[src/rtl/fact_pkg.sv]
// ============================================================================
// Module   : fact_pkg
// Brief    : Register offsets, FSM encoding and operand limit shared by the
//            factorial accelerator.
// Revision : 1.0
// ============================================================================
`default_nettype none

package fact_pkg;

  localparam logic [1:0] FACT_N   = 2'b00;
  localparam logic [1:0] FACT_GO  = 2'b01;
  localparam logic [1:0] FACT_ST  = 2'b10;
  localparam logic [1:0] FACT_RES = 2'b11;

  localparam logic [1:0] ST_IDLE = 2'b00;
  localparam logic [1:0] ST_BUSY = 2'b01;
  localparam logic [1:0] ST_DONE = 2'b10;

  // Largest n whose factorial fits in a 32-bit result
  localparam int MAX_N = 12;

endpackage

`default_nettype wire

[src/rtl/fact_core.sv]
// ============================================================================
// Module   : fact_core
// Brief    : Iterative factorial engine, one multiply per cycle.
// Revision : 1.0
// ============================================================================
`default_nettype none

module fact_core #(
  parameter int DATA_W = 32,
  parameter int N_W    = 4,
  parameter int MAX_N  = fact_pkg::MAX_N
) (
  input  logic              clk,
  input  logic              rst,
  input  logic              start,
  input  logic [N_W-1:0]    n_in,
  output logic              busy,
  output logic              done,
  output logic              err,
  output logic [DATA_W-1:0] result
);

  import fact_pkg::*;

  localparam logic [N_W-1:0]    c_max_n = N_W'(MAX_N);
  localparam logic [N_W-1:0]    c_one   = N_W'(1);
  localparam logic [DATA_W-1:0] c_acc_1 = DATA_W'(1);

  logic [1:0]        r_state;
  logic [1:0]        w_next_state;
  logic [DATA_W-1:0] r_acc;
  logic [DATA_W-1:0] r_result;
  logic [DATA_W-1:0] w_prod;
  logic [N_W-1:0]    r_cnt;
  logic              r_done;
  logic              r_err;
  logic              w_over;
  logic              w_last;
  logic              w_accept;

  assign w_over   = (r_cnt > c_max_n);
  assign w_last   = (r_cnt <= c_one);
  assign w_prod   = r_acc * {{(DATA_W-N_W){1'b0}}, r_cnt};
  assign w_accept = start && (r_state != ST_BUSY);

  always_ff @(posedge clk or posedge rst) begin
    if (rst) begin
      r_state <= ST_IDLE;
    end else begin
      r_state <= w_next_state;
    end
  end

  always_comb begin
    w_next_state = r_state;
    case (r_state)
      ST_IDLE: if (start) w_next_state = ST_BUSY;
      ST_BUSY: if (w_over || w_last) w_next_state = ST_DONE;
      ST_DONE: if (start) w_next_state = ST_BUSY;
      default: w_next_state = ST_IDLE;
    endcase
  end

  // Out-of-range operands are only possible on the first BUSY cycle, since
  // cnt only ever counts down from an in-range value afterwards.
  always_ff @(posedge clk or posedge rst) begin
    if (rst) begin
      r_acc    <= c_acc_1;
      r_cnt    <= '0;
      r_result <= '0;
      r_done   <= 1'b0;
      r_err    <= 1'b0;
    end else if (w_accept) begin
      r_acc    <= c_acc_1;
      r_cnt    <= n_in;
      r_result <= '0;
      r_done   <= 1'b0;
      r_err    <= 1'b0;
    end else if (r_state == ST_BUSY) begin
      if (w_over) begin
        r_err    <= 1'b1;
        r_done   <= 1'b1;
        r_result <= '0;
      end else if (w_last) begin
        r_result <= r_acc;
        r_done   <= 1'b1;
      end else begin
        r_acc <= w_prod;
        r_cnt <= r_cnt - c_one;
      end
    end
  end

  always_comb begin
    busy   = (r_state == ST_BUSY);
    done   = r_done;
    err    = r_err;
    result = r_result;
  end

endmodule

`default_nettype wire

[src/rtl/fact_mmio_slave.sv]
// ============================================================================
// Module   : fact_mmio_slave
// Brief    : Memory-mapped register front end for the factorial engine.
// Revision : 1.0
// ============================================================================
`default_nettype none

module fact_mmio_slave #(
  parameter int DATA_W = 32,
  parameter int N_W    = 4,
  parameter int MAX_N  = fact_pkg::MAX_N
) (
  input  logic              clk,
  input  logic              rst,
  input  logic              WE,
  input  logic [1:0]        A,
  input  logic [DATA_W-1:0] WD,
  output logic [DATA_W-1:0] RD
);

  import fact_pkg::*;

  logic [N_W-1:0]    r_n;
  logic              r_go;
  logic              w_busy;
  logic              w_done;
  logic              w_err;
  logic [DATA_W-1:0] w_result;
  logic              w_start;
  logic              w_unused;

  assign w_unused = &{1'b0, WD[DATA_W-1:N_W]};

  // The engine ignores start while busy anyway; gating here keeps intent local.
  assign w_start = WE && (A == FACT_GO) && WD[0] && !w_busy;

  always_ff @(posedge clk or posedge rst) begin
    if (rst) begin
      r_n  <= '0;
      r_go <= 1'b0;
    end else if (WE) begin
      if (A == FACT_N)  r_n  <= WD[N_W-1:0];
      if (A == FACT_GO) r_go <= WD[0];
    end
  end

  fact_core #(
    .DATA_W (DATA_W),
    .N_W    (N_W),
    .MAX_N  (MAX_N)
  ) u_core (
    .clk    (clk),
    .rst    (rst),
    .start  (w_start),
    .n_in   (r_n),
    .busy   (w_busy),
    .done   (w_done),
    .err    (w_err),
    .result (w_result)
  );

  always_comb begin
    RD = '0;
    case (A)
      FACT_N:   RD = {{(DATA_W-N_W){1'b0}}, r_n};
      FACT_GO:  RD = {{(DATA_W-1){1'b0}}, r_go};
      FACT_ST:  RD = {{(DATA_W-2){1'b0}}, w_err, w_done};
      FACT_RES: RD = w_result;
      default:  RD = '0;
    endcase
  end

endmodule

`default_nettype wire

[config.mk]
export PLATFORM = sky130hd
export DESIGN_NAME = fact_mmio_slave
export DESIGN_NICKNAME = d
export VERILOG_FILES = /design/src/rtl/fact_pkg.sv /design/src/rtl/fact_core.sv /design/src/rtl/fact_mmio_slave.sv
export SDC_FILE = /design/constraint.sdc
export NUM_CORES = 1
export LEC_CHECK = 0
export ABC_AREA = 1
export CORE_UTILIZATION = 46
export DETAILED_ROUTE_END_ITERATION = 6
export HOLD_SLACK_MARGIN = 0.03
export PLACE_DENSITY = 0.75
export SETUP_SLACK_MARGIN = 0.05
export SLEW_MARGIN = 20
export SYNTH_ARGS = -nofsm -noshare
export SYNTH_HDL_FRONTEND = slang
export SYNTH_SLANG_ARGS = --single-unit
[constraint.sdc]
create_clock -name clk -period 4.8 [get_ports clk]
set_input_delay 1.44 -clock clk [delete_from_list [all_inputs] [get_ports clk]]
set_output_delay 1.44 -clock clk [all_outputs]
set_load 0.02 [all_outputs]
Yosys cells after proc, flatten, opt, wreduce, memory -nomap -nowiden
Index checks and enable logic that the tools add are counted.
- logic and storage cells: 63
- register bits after elaboration: 77
- input port bits: 37
- output and inout bits: 32
- equality and inequality tests: 10
- $mul: 1
- add/subtract/negate cells: 1
- reductions and logical operators: 18
- multiplexer cells: 23
- order comparisons: 2
- operator list (cell ; number):
    2-to-1 mux 32 bit ; 8
    case mux 32 bit (4 select lines) ; 1
    multiplier 32 x 4 -> 32 bit ; 1
    2-to-1 mux 4 bit ; 4
    AND reduction 2 bit ; 5
    2-to-1 mux 1 bit ; 7
    equality test 2 bit, second input constant ; 3
    != test 2 x 1 -> 1 bit, second input constant ; 3
    equality test 2 x 1 -> 1 bit, second input constant ; 2
    greater-than comparator 4 bit, second input constant ; 1
    <= comparator 4 x 1 -> 1 bit, second input constant ; 1
    logical AND 1 bit ; 4
    logical NOT 2 bit ; 2
    2-to-1 mux 2 bit ; 2
    != test 2 bit, second input constant ; 2
    case mux 2 bit (2 select lines) ; 1
    nonzero test 2 bit ; 2
    subtractor 4 x 1 -> 4 bit, second input constant ; 1
    AND reduction 3 bit ; 1
    nonzero test 3 bit ; 1
    OR reduction 2 bit ; 1
    logical NOT 1 bit ; 1
    logical OR 1 bit ; 1

Longest topological paths before layout
- word-level depth: 7
- mapped depth: 21
- mapped depth without buffers: 18

Hierarchy
A second synthesis with hierarchy kept.
- cell total of the unflattened synthesis: 1238
- area, all modules: 8230.4 um2
- modules (own cells, without submodules) (module ; cells an instance ; seq. area each (um2) ; instances ; area an instance (um2)):
    fact_core ; 1135 ; 1803.0 ; 1 ; 7483.4
    fact_mmio_slave ; 103 ; 125.1 ; 1 ; 747.0

Least setup slack after synthesis
Ideal clock, no wire load.
- path type: input-to-output
- start: in A[0]
- end: out RD[2]
- arrival time: 2.110 ns
- data required time: 3.360 ns
- buffers on the path: 1
- stages on the path: 3
- path slack: 1.250 ns
- path through: nand2_1 > clkbuf_1 > o22ai_1
- longest elaborated chain between the ends: 2
- elaborated cells on any way between the ends: 5
- those cells by class: eq/ne: 3; mux: 1; reduce/logical: 1
- RTL lines (item ; RTL line ; source):
    from (decl) ; fact_mmio_slave.sv:16 ; input logic [1:0] A,
    equality test 2 bit (tied with other cells) ; fact_mmio_slave.sv:64 ; case (A)
    case mux 32 bit (4 select lines) * ; fact_mmio_slave.sv:64 ;
    to (decl) ; fact_mmio_slave.sv:18 ; output logic [DATA_W-1:0] RD
Every way passes the cells marked *; elsewhere a longest branch is shown, timed or not.

Final worst setup path
- start: in A[1]
- end: out RD[15]
The elaborated chain is that of the path after synthesis.

==> impl_metrics.yaml <==
clocking:
  htree_levels: 3
  tritoncts: "built"
  hold_buffers: 0
  clk_latency_ns: 0.35
  clock_path_buffers: 2
  cts_buffers: 9
  cts_root_buf: "clkbuf_16"
  cts.clk_slew.worst_paths_ns: 0.06
  cts_sinks: 77
  post_cts_buffers: 0
setup_path:
  ff2ff_path_depth: 13
  cpPeakStageDelay_ns: 0.61
  timing.rr.start: "u_core.r_cnt[2]"
  crit_path_end_kind: "primary output"
  slowest_stage: "clkdlybuf4s50_1"
  criticalPathCategory: "in2out"
  critPathLaunchType: "primary input"
  required_ns: 3.36
  crit_top_cell: "clkdlybuf4s50_1"
  worstPathMaxFanout: 15
  rrSetupSlack_ns: 0.84
  cp.arrival_ns: 3.16
  crit_chain: "clkdlybuf4s50_1 -> nand2_2 -> buf_4 -> nor2_1 -> clkdlybuf4s50_1"
  timing.rr.end: "u_core.r_acc[22]"
cells_and_area:
  area_delta_synth_final_pct: 11.9
  num-nets-final: 1364
  instances_no_fill: 1461
  postLayoutCellArea_mm2: 0.00873
  antenna_cells: 0
  drive_above_1_share_pct: 3.30
  fill_cells: 1688
power:
  p_switching_mw: 2.17
  p_seq_share_pct: 28.9
  clockPowerShare_pct: 17.8
  p_leak_nw: 5.33
  intPower_mw: 2.23
  ir_worst_vdd_mv: 0.251
  power.total_mw: 4.41
  p_comb_share_pct: 53.3
  p_per_area_mw_per_mm2: 505
  switching_share_pct: 49.3
run_status:
  status: "finished, final reports clean"
logic_synthesis:
  synthTopCellsByArea: "dfrtp_1 24%, nand2_1 18%, inv_1 17%"
  ys_types: 37
  synth_top_area_share_pct: 24.4
  synth_fp_nets: 1336
  syn_area_mm2: 0.00780
  ys_ff_latch: 77
  synth_area_leader_cell: "dfrtp_1"
  yosysSeqAreaShare_pct: 24.7
  syn_inst: 1208
  yosys_warnings: 0
  syn_avg_cell_area_um2: 6.46
place:
  dp.cells: 1445
  finalWeightedCongestion: 0.909
  placed_cell_area_mm2: 0.00839
  io_buffers: 40
  dpl.hpwl_mm: 15.1
grt:
  grt_max_degree: 38
  antenna_found_initial: 0
  grt_pass1_vias: 6978
  grt_pass1_wl_mm: 34.2
  grt-ovfl-total: 0
  gr-usage-all-layers_pct: 24.8
floorplanning:
  io_pins: 69
  rows: 47
  core-area_mm2: 0.0166
  die_h_um: 132
  die_area_mm2: 0.0175
  initial_utilization_pct: 47.0
  die_width_um: 132
sta:
  timing.final.hold_violations: 0
  drv_slew: 0
  finalSetupTns_ns: 0
  period_minus_slack_ns: 4.60
  fmaxAchievable_ghz: 0.217
  setup_viol: 0
  timing.hold.ws_ns: 0.491
  rsz0062_at_grt: "false"
  min_period_over_period_pct: 95.8
  relSlewSlack_pct: 37.8
  finClkSkew_ns: 0.0117
  worstMarginPinSlew_ns: 0.933
routing:
  drt_wl_total_mm: 20.0
  wl_per_cell_um: 13.7
  drt_first_pass_iters: 5
  num_vias: 7030
  first_iter_violations: 419
  drc: 0
  routed_via_density: 4.81
  antenna_left: 0
worst_hold_path:
  hold_path_end: "u_core.r_state[1]"
  holdCritStartpoint: "u_core.r_state[1]"
  hold_path.class: "reg2reg"
  min_path_cells: 2
job:
  drv_cap: 0
cells in the mapped netlist (all sizes together):
cell,n
o21bai,1
o2111ai,1
a21o,2
dfstp,1
o221ai,3
ha,34
o22ai,21
nand4,1
xor2,2
nor2,72
mux2,1
o21ai,52
o211ai,2
xnor2,4
nand3b,1
dfrtp,76
inv,362
nand2,381
clkbuf,16
nand3,62
fa,57
buf,15
nor3,7
a21oi,33
and2,1
how the worst max path moves through the flow:
| stage | to | startpoint |
|---|---|---|
| floorplan | RD[2] | A[0] |
| global placement | RD[18] | A[1] |
| detailed placement | RD[15] | A[1] |
| CTS | RD[15] | A[1] |
| global route | RD[14] | A[0] |
| finish | RD[15] | A[1] |
through the flow:
| stage | setup WS [ns] | utilization, % |
|---|---|---|
| 6_report | 0.201 | 52.6 |
| 2_1_floorplan | 1.25 | - |
| 5_1_grt | 0.118 | 52.6 |
| 4_1_cts | 0.121 | 52.6 |
| 3_5_place_dp | 0.133 | 50.6 |
| 3_3_place_gp | 0.178 | 50.6 |
state kept, by name, indices dropped and copies added, names as in the netlist:
register        flops
r_go                1
u_core.r_acc       32
r_n                 4
u_core.result      32
u_core.r_cnt        4
u_core.r_state      2
u_core.done         1
u_core.err          1
layout by cell type, fill, tap and decap left out, types with 3 or more instances in the layout:
cell	count
nand2_1	377
inv_1	355
dfrtp_1	76
nor2_1	70
nand3_1	62
fa_1	57
clkdlybuf4s50_1	40
o21ai_0	36
ha_1	34
a21oi_1	33
o22ai_1	21
o21ai_1	15
clkbuf_16	9
buf_4	8
nor3_1	6
inv_2	5
xnor2_1	4
nand2_2	3
o221ai_1	3
kinds of logic after synthesis:
logic type / share of synthesized area (%)
fa+ha+maj: 20.1
flops: 24.7
compound gates: 8.12
mux: 0.144
xor+xnor: 0.674
buf+inv: 19.4
simple gates: 26.9
power groups by stage:
| stage | Sequential [mW] | Clock, mW | Combinational (mW) |
|---|---|---|---|
| floorplan | 1.08 | 0 | 1.86 |
| detailed placement | 1.28 | 0 | 2.33 |
| finish | 1.27 | 0.784 | 2.35 |
| global route | 1.32 | 0.815 | 2.71 |
| global placement | 1.27 | 0 | 2.25 |
| CTS | 1.27 | 0.794 | 2.36 |
routing by layer:
layer	track usage [%]	up-vias	share of wire (%)
met4	8.62	0	2.2
met2	41.1	162	47
met5	0	-	0
met1	33.6	3275	46
li1	-	3563	-
met3	3.04	30	4.8
timing repair:
action | in CTS | in global routing
endpoints found under the setup margin | 0 | 13
endpoints found under the hold margin | 0 | 0
resized for setup | 0 | 1
critical path, delay by kind of cell:
family | cells | cell delay (ns)
simple gates | 2 | 0.29
buf+inv | 3 | 1.42
final cells by class:
type                       instances  area, um2  area share (%)
inverter                         362       1360            15.6
clock buffer                      11        253            2.90
multi-input combinational        738       4370            50.0
clock inverter                     5       81.3           0.932
tap                              220        275            3.15
timing repair buffer              48        460            5.28
sequential                        77       1930            22.1
No activity file was read; power rests on OpenSTA's default activity.
